--- src/rtl/mult_sequencer.sv ---
// Sequencer and round-robin two-port arbiter in front of a shared binary_multiplier.
// Drives load/start strobes in order, waits for completion, and aborts on a watchdog timeout.
module mult_sequencer #(
  parameter int N       = 4,
  parameter int TIMEOUT = 64
) (
  input  logic           CLK,
  input  logic           RESET,
  input  logic           REQ0,
  input  logic           REQ1,
  input  logic [N-1:0]   A0,
  input  logic [N-1:0]   B0,
  input  logic [N-1:0]   A1,
  input  logic [N-1:0]   B1,
  output logic           ACK0,
  output logic           ACK1,
  output logic           DONE0,
  output logic           DONE1,
  output logic [2*N-1:0] RESULT,
  output logic           ERR,
  output logic           BUSY,
  output logic           M_LOADB,
  output logic           M_LOADQ,
  output logic           M_G,
  output logic [N-1:0]   M_IN,
  input  logic [2*N-1:0] M_OUT,
  input  logic           M_FINISH
);

  localparam int CW = $clog2(TIMEOUT) + 1;

  typedef enum logic [2:0] {
    S_IDLE, S_GRANT, S_LOAD_B, S_LOAD_Q, S_START, S_WAIT_BUSY, S_WAIT_DONE, S_RESP
  } state_t;

  state_t          r_state;
  state_t          w_next;
  logic            r_last;
  logic            r_id;
  logic [N-1:0]    r_a;
  logic [N-1:0]    r_b;
  logic [CW-1:0]   r_cnt;
  logic [2*N-1:0]  r_result;
  logic            r_err;
  logic            w_winner;
  logic            w_any_req;
  logic            w_timeout;

  assign w_any_req = REQ0 | REQ1;
  assign w_timeout = (r_cnt == CW'(TIMEOUT - 1));

  // On a tie the requester that was not served last wins.
  always_comb begin
    if (REQ0 && REQ1) w_winner = ~r_last;
    else              w_winner = REQ1;
  end

  // NOTE: every variable assigned in an always_comb gets a default first, so no latch is inferred.
  always_comb begin
    w_next = r_state;
    case (r_state)
      S_IDLE:      if (w_any_req) w_next = S_GRANT;
      S_GRANT:     w_next = S_LOAD_B;
      S_LOAD_B:    w_next = S_LOAD_Q;
      S_LOAD_Q:    w_next = S_START;
      S_START:     w_next = S_WAIT_BUSY;
      S_WAIT_BUSY: begin
        if (w_timeout)      w_next = S_RESP;
        else if (!M_FINISH) w_next = S_WAIT_DONE;
      end
      S_WAIT_DONE: if (M_FINISH || w_timeout) w_next = S_RESP;
      S_RESP:      w_next = S_IDLE;
      default:     w_next = S_IDLE;
    endcase
  end

  // NOTE: sequential state uses non-blocking assignments so every register samples pre-edge values.
  always_ff @(posedge CLK or posedge RESET) begin
    if (RESET) r_state <= S_IDLE;
    else       r_state <= w_next;
  end

  always_ff @(posedge CLK or posedge RESET) begin
    if (RESET) begin
      r_last   <= 1'b1;
      r_id     <= 1'b0;
      r_a      <= '0;
      r_b      <= '0;
      r_cnt    <= '0;
      r_result <= '0;
      r_err    <= 1'b0;
    end else begin
      case (r_state)
        S_IDLE: if (w_any_req) r_id <= w_winner;
        S_GRANT: begin
          r_last <= r_id;
          r_a    <= r_id ? A1 : A0;
          r_b    <= r_id ? B1 : B0;
        end
        S_START: r_cnt <= '0;
        S_WAIT_BUSY, S_WAIT_DONE: begin
          r_cnt <= r_cnt + CW'(1);
          // Completion wins over a timeout landing on the same cycle.
          if (r_state == S_WAIT_DONE && M_FINISH) begin
            r_result <= M_OUT;
            r_err    <= 1'b0;
          end else if (w_timeout) begin
            r_result <= '0;
            r_err    <= 1'b1;
          end
        end
        default: ;
      endcase
    end
  end

  assign ACK0    = (r_state == S_GRANT) && !r_id;
  assign ACK1    = (r_state == S_GRANT) &&  r_id;
  assign DONE0   = (r_state == S_RESP)  && !r_id;
  assign DONE1   = (r_state == S_RESP)  &&  r_id;
  assign BUSY    = (r_state != S_IDLE);
  assign M_LOADB = (r_state == S_LOAD_B);
  assign M_LOADQ = (r_state == S_LOAD_Q);
  assign M_G     = (r_state == S_START);
  assign RESULT  = r_result;
  assign ERR     = r_err;

  always_comb begin
    M_IN = '0;
    if (r_state == S_LOAD_B)      M_IN = r_a;
    else if (r_state == S_LOAD_Q) M_IN = r_b;
  end

endmodule

--- config.mk ---
export PLATFORM = sky130hd
export DESIGN_NAME = mult_sequencer
export DESIGN_NICKNAME = d
export VERILOG_FILES = /design/src/rtl/mult_sequencer.sv
export SDC_FILE = /design/constraint.sdc
export NUM_CORES = 1
export LEC_CHECK = 0
export ABC_AREA = 0
export BUFFER_PORTS_ARGS = -buffer_cell sky130_fd_sc_hd__buf_2
export CAP_MARGIN = 0
export CORE_UTILIZATION = 54
export CTS_CLUSTER_DIAMETER = 200
export DETAILED_ROUTE_END_ITERATION = 16
export GPL_ROUTABILITY_DRIVEN = 0
export PLACE_DENSITY = 0.85
export SLEW_MARGIN = 20
export SYNTH_ARGS = -nofsm -noshare
export SYNTH_HDL_FRONTEND = slang
export SYNTH_SLANG_ARGS = --single-unit
--- constraint.sdc ---
create_clock -name CLK -period 3.35 [get_ports CLK]
set_input_delay 1.005 -clock CLK [delete_from_list [all_inputs] [get_ports CLK]]
set_output_delay 1.005 -clock CLK [all_outputs]
set_load 0.02 [all_outputs]
==> metrics.yaml <==
clock_network:
  clk_pin_slew_ns: 0.09
  post-cts-setup-buffers: 0
  cts-resized-gates: 0
  insertion_delay_ns: 0.33
  numCtsBuffers: 5
  clock_path_buffers: 2
  cts_hold_buf: 0
  cts_tree: "yes"
  cts.sinks: 29
  cts_root_buf: "clkbuf_4"
  h-tree-depth: 2
power_and_ir_drop:
  p_leak_nw: 0.9321
  p_per_area_nw_per_um2: 921.6
  vdd_drop_max_uv: 759.5
global_routing:
  grt_use_total: 0.2437
  grt.overflow.total: 0
  antenna_found_initial: 0
  grt_max_degree: 30
  first_global_vias: 1382
  grt_pass1_wl_mm: 5.878
yosys:
  synth_async_sr_flop_share: 1.000
  synth_edf_count: 0
  synthTopCellsByArea: "dfrtp_1, mux2i_1, a21oi_1, o2bb2ai_1, nor2_1"
  ys_warn_count: 0
  synth_top_area_frac: 0.4437
  postSynthCellCount: 159
  synthesis.nets: 189
  synth_area_sq_um: 1579
  yosysSeqAreaShare: 0.4604
  synthDistinctLibCells: 41
  synth_seq_cells: 29
  synth_top_cell_by_area: "dfrtp_1"
  syn_area_per_cell_sq_um: 9.931
  ys.flop_type: "dfrtp_1"
place:
  io_buffers: 49
  dpl.hpwl_mm: 2.532
  dp_cells: 232
sta:
  tightest_slew_ns: 0.6667
  finalSetupViolations: 0
  fin_setup_tns_ns: 0
  rsz0062_at_grt: "no"
  hold_viol_final: 0
  period_share: 0.8648
  slew-limit-headroom: 0.5555
  fin_crit_ns: 2.897
  fmax_ghz: 0.3452
  slew_viol_final: 0
  clock_skew_ns: 0.01033
worst_setup_path:
  cp.arrival_ns: 1.89
  crit_fanout: 21
  reg2reg_depth: 3
  required_ns: 2.34
  startpoint_type: "flip-flop"
  worstSetupEndpointType: "output pin"
  critPathKind: "reg2out"
final_layout:
  syn2layout_area_growth_pct: 20.68
  drive_gt1_frac: 0.3110
  fin_nets: 238
  antenna_cells: 0
  fin_cells: 240
  nFillCells: 213
routing:
  wirelength_mm: 3.567
  viasPerCell: 5.908
  drc: 0
  ant_nets: 0
  drtIter0Drc: 60
  vias: 1418
  first_pass_iters: 4
  wire_per_inst_um: 14.86
worst_hold_path:
  whs_path_depth: 1
  hold_path_class: "reg2reg"
floorplan:
  die_width_um: 56.08
  start_util: 0.5726
  rows: 19
  ios: 50
  die_y_um: 56.08
  core_sq_um: 2758
  dieArea_sq_um: 3144
job:
  max-cap-violations: 0
outcome:
  status: "completed"
-- area by class of cell --
| cell class | instances | area, sq um | share of cell area |
|---|---|---|---|
| Timing Repair Buffer | 50 | 252.7 | 0.1326 |
| Clock inverter | 1 | 30.03 | 0.01576 |
| Tap cell | 31 | 38.79 | 0.02035 |
| Sequential cell | 29 | 726.9 | 0.3815 |
| Multi-Input combinational cell | 116 | 779.5 | 0.4091 |
| Clock buffer | 7 | 55.05 | 0.02889 |
| Inverter | 6 | 22.52 | 0.01182 |
-- critical path, cell delays in order (launching register included) --
cell     delay [ns]
dfrtp_1        0.78
inv_1          0.34
nand2_1        0.22
nor2_1         0.07
buf_2          0.16
-- worst paths after layout --
path	start	to	slack (ns)
max	r_state[2]$_DFFE_PP0P_	M_IN[2]	0.45
min	ERR$_DFFE_PP0P_	ERR$_DFFE_PP0P_	0.50
max reg2reg	r_state[2]$_DFFE_PP0P_	RESULT[6]$_DFFE_PP0P_	1.45
min reg2reg	ERR$_DFFE_PP0P_	ERR$_DFFE_PP0P_	0.50
max in group asynchronous	RESET	r_last$_DFFE_PP1P_	2.31
min in group asynchronous	RESET	r_b[0]$_DFFE_PP0P_	0.73
-- sequential cells by signal (all words and copies together) (netlist names) --
name     flops
r_b          4
RESULT       8
r_state      3
r_a          4
r_last       1
ERR          1
r_id         1
r_cnt        7
-- routing by layer --
| metal | GRT usage | part of all wire | routed length [um] | up-vias |
|---|---|---|---|---|
| met4 | 0.1324 | 0.023 | 82 | 0 |
| li1 | - | - | - | 678 |
| met5 | 0 | 0 | 0 | - |
| met3 | 0.05349 | 0.056 | 201 | 11 |
| met1 | 0.2936 | 0.43 | 1542 | 664 |
| met2 | 0.4048 | 0.49 | 1741 | 65 |
-- cell families (layout without fill, tap and decap cells) --
group | after synthesis | after routing | synth area share
compound gates | 41 | 41 | 0.1934
fa+ha+maj | 3 | 3 | 0.02060
buf+inv | 14 | 64 | 0.04595
flops | 29 | 29 | 0.4604
mux | 13 | 13 | 0.08320
simple gates | 59 | 59 | 0.1965
-- through the flow --
step	hold slack [ns]	total power, W	util	setup WS (ns)	cell area (sq um)
2_1_floorplan	0.4942	0.001262	-	1.035	1579
3_3_place_gp	0.4726	0.001415	0.6602	0.9179	1821
3_5_place_dp	0.4751	0.001452	0.6602	0.8045	1821
4_1_cts	0.5048	0.001758	0.6910	0.4488	1906
5_1_grt	0.5132	0.001869	0.6910	0.3144	1906
6_report	0.4971	0.001756	0.6910	0.4530	1906
-- power by group --
group	switching (W)	internal, W	total, W	leakage, nW
clock network	0.000125	0.000178	0.000304	0.0455
logic	0.000441	0.000322	0.000763	0.533
registers	0.000201	0.000489	0.000690	0.354
-- cells in the final DEF (no fill, tap or decap), types with 2 or more instances in the layout --
cell type / instances
buf_2: 49
nor2_1: 18
inv_1: 6
nand4b_1: 2
and2_1: 3
a21oi_1: 15
a41o_1: 2
dfrtp_1: 28
mux2i_1: 12
nor3_1: 6
a221o_1: 2
nand2_1: 17
o2bb2ai_1: 8
clkbuf_4: 5
a31oi_1: 3
nor3b_1: 2
and4_1: 2
maj3_1: 2
o21ai_0: 3
-- cells in the mapped netlist, types with 3 or more instances --
cell       count
inv_1          6
nor3_1         6
o2bb2ai_1      8
dfrtp_1       28
mux2i_1       12
a31oi_1        3
buf_2          4
and2_1         3
a21oi_1       15
o21ai_0        3
nor2_1        18
nand2_1       17
(Power assumes the default switching activity.)
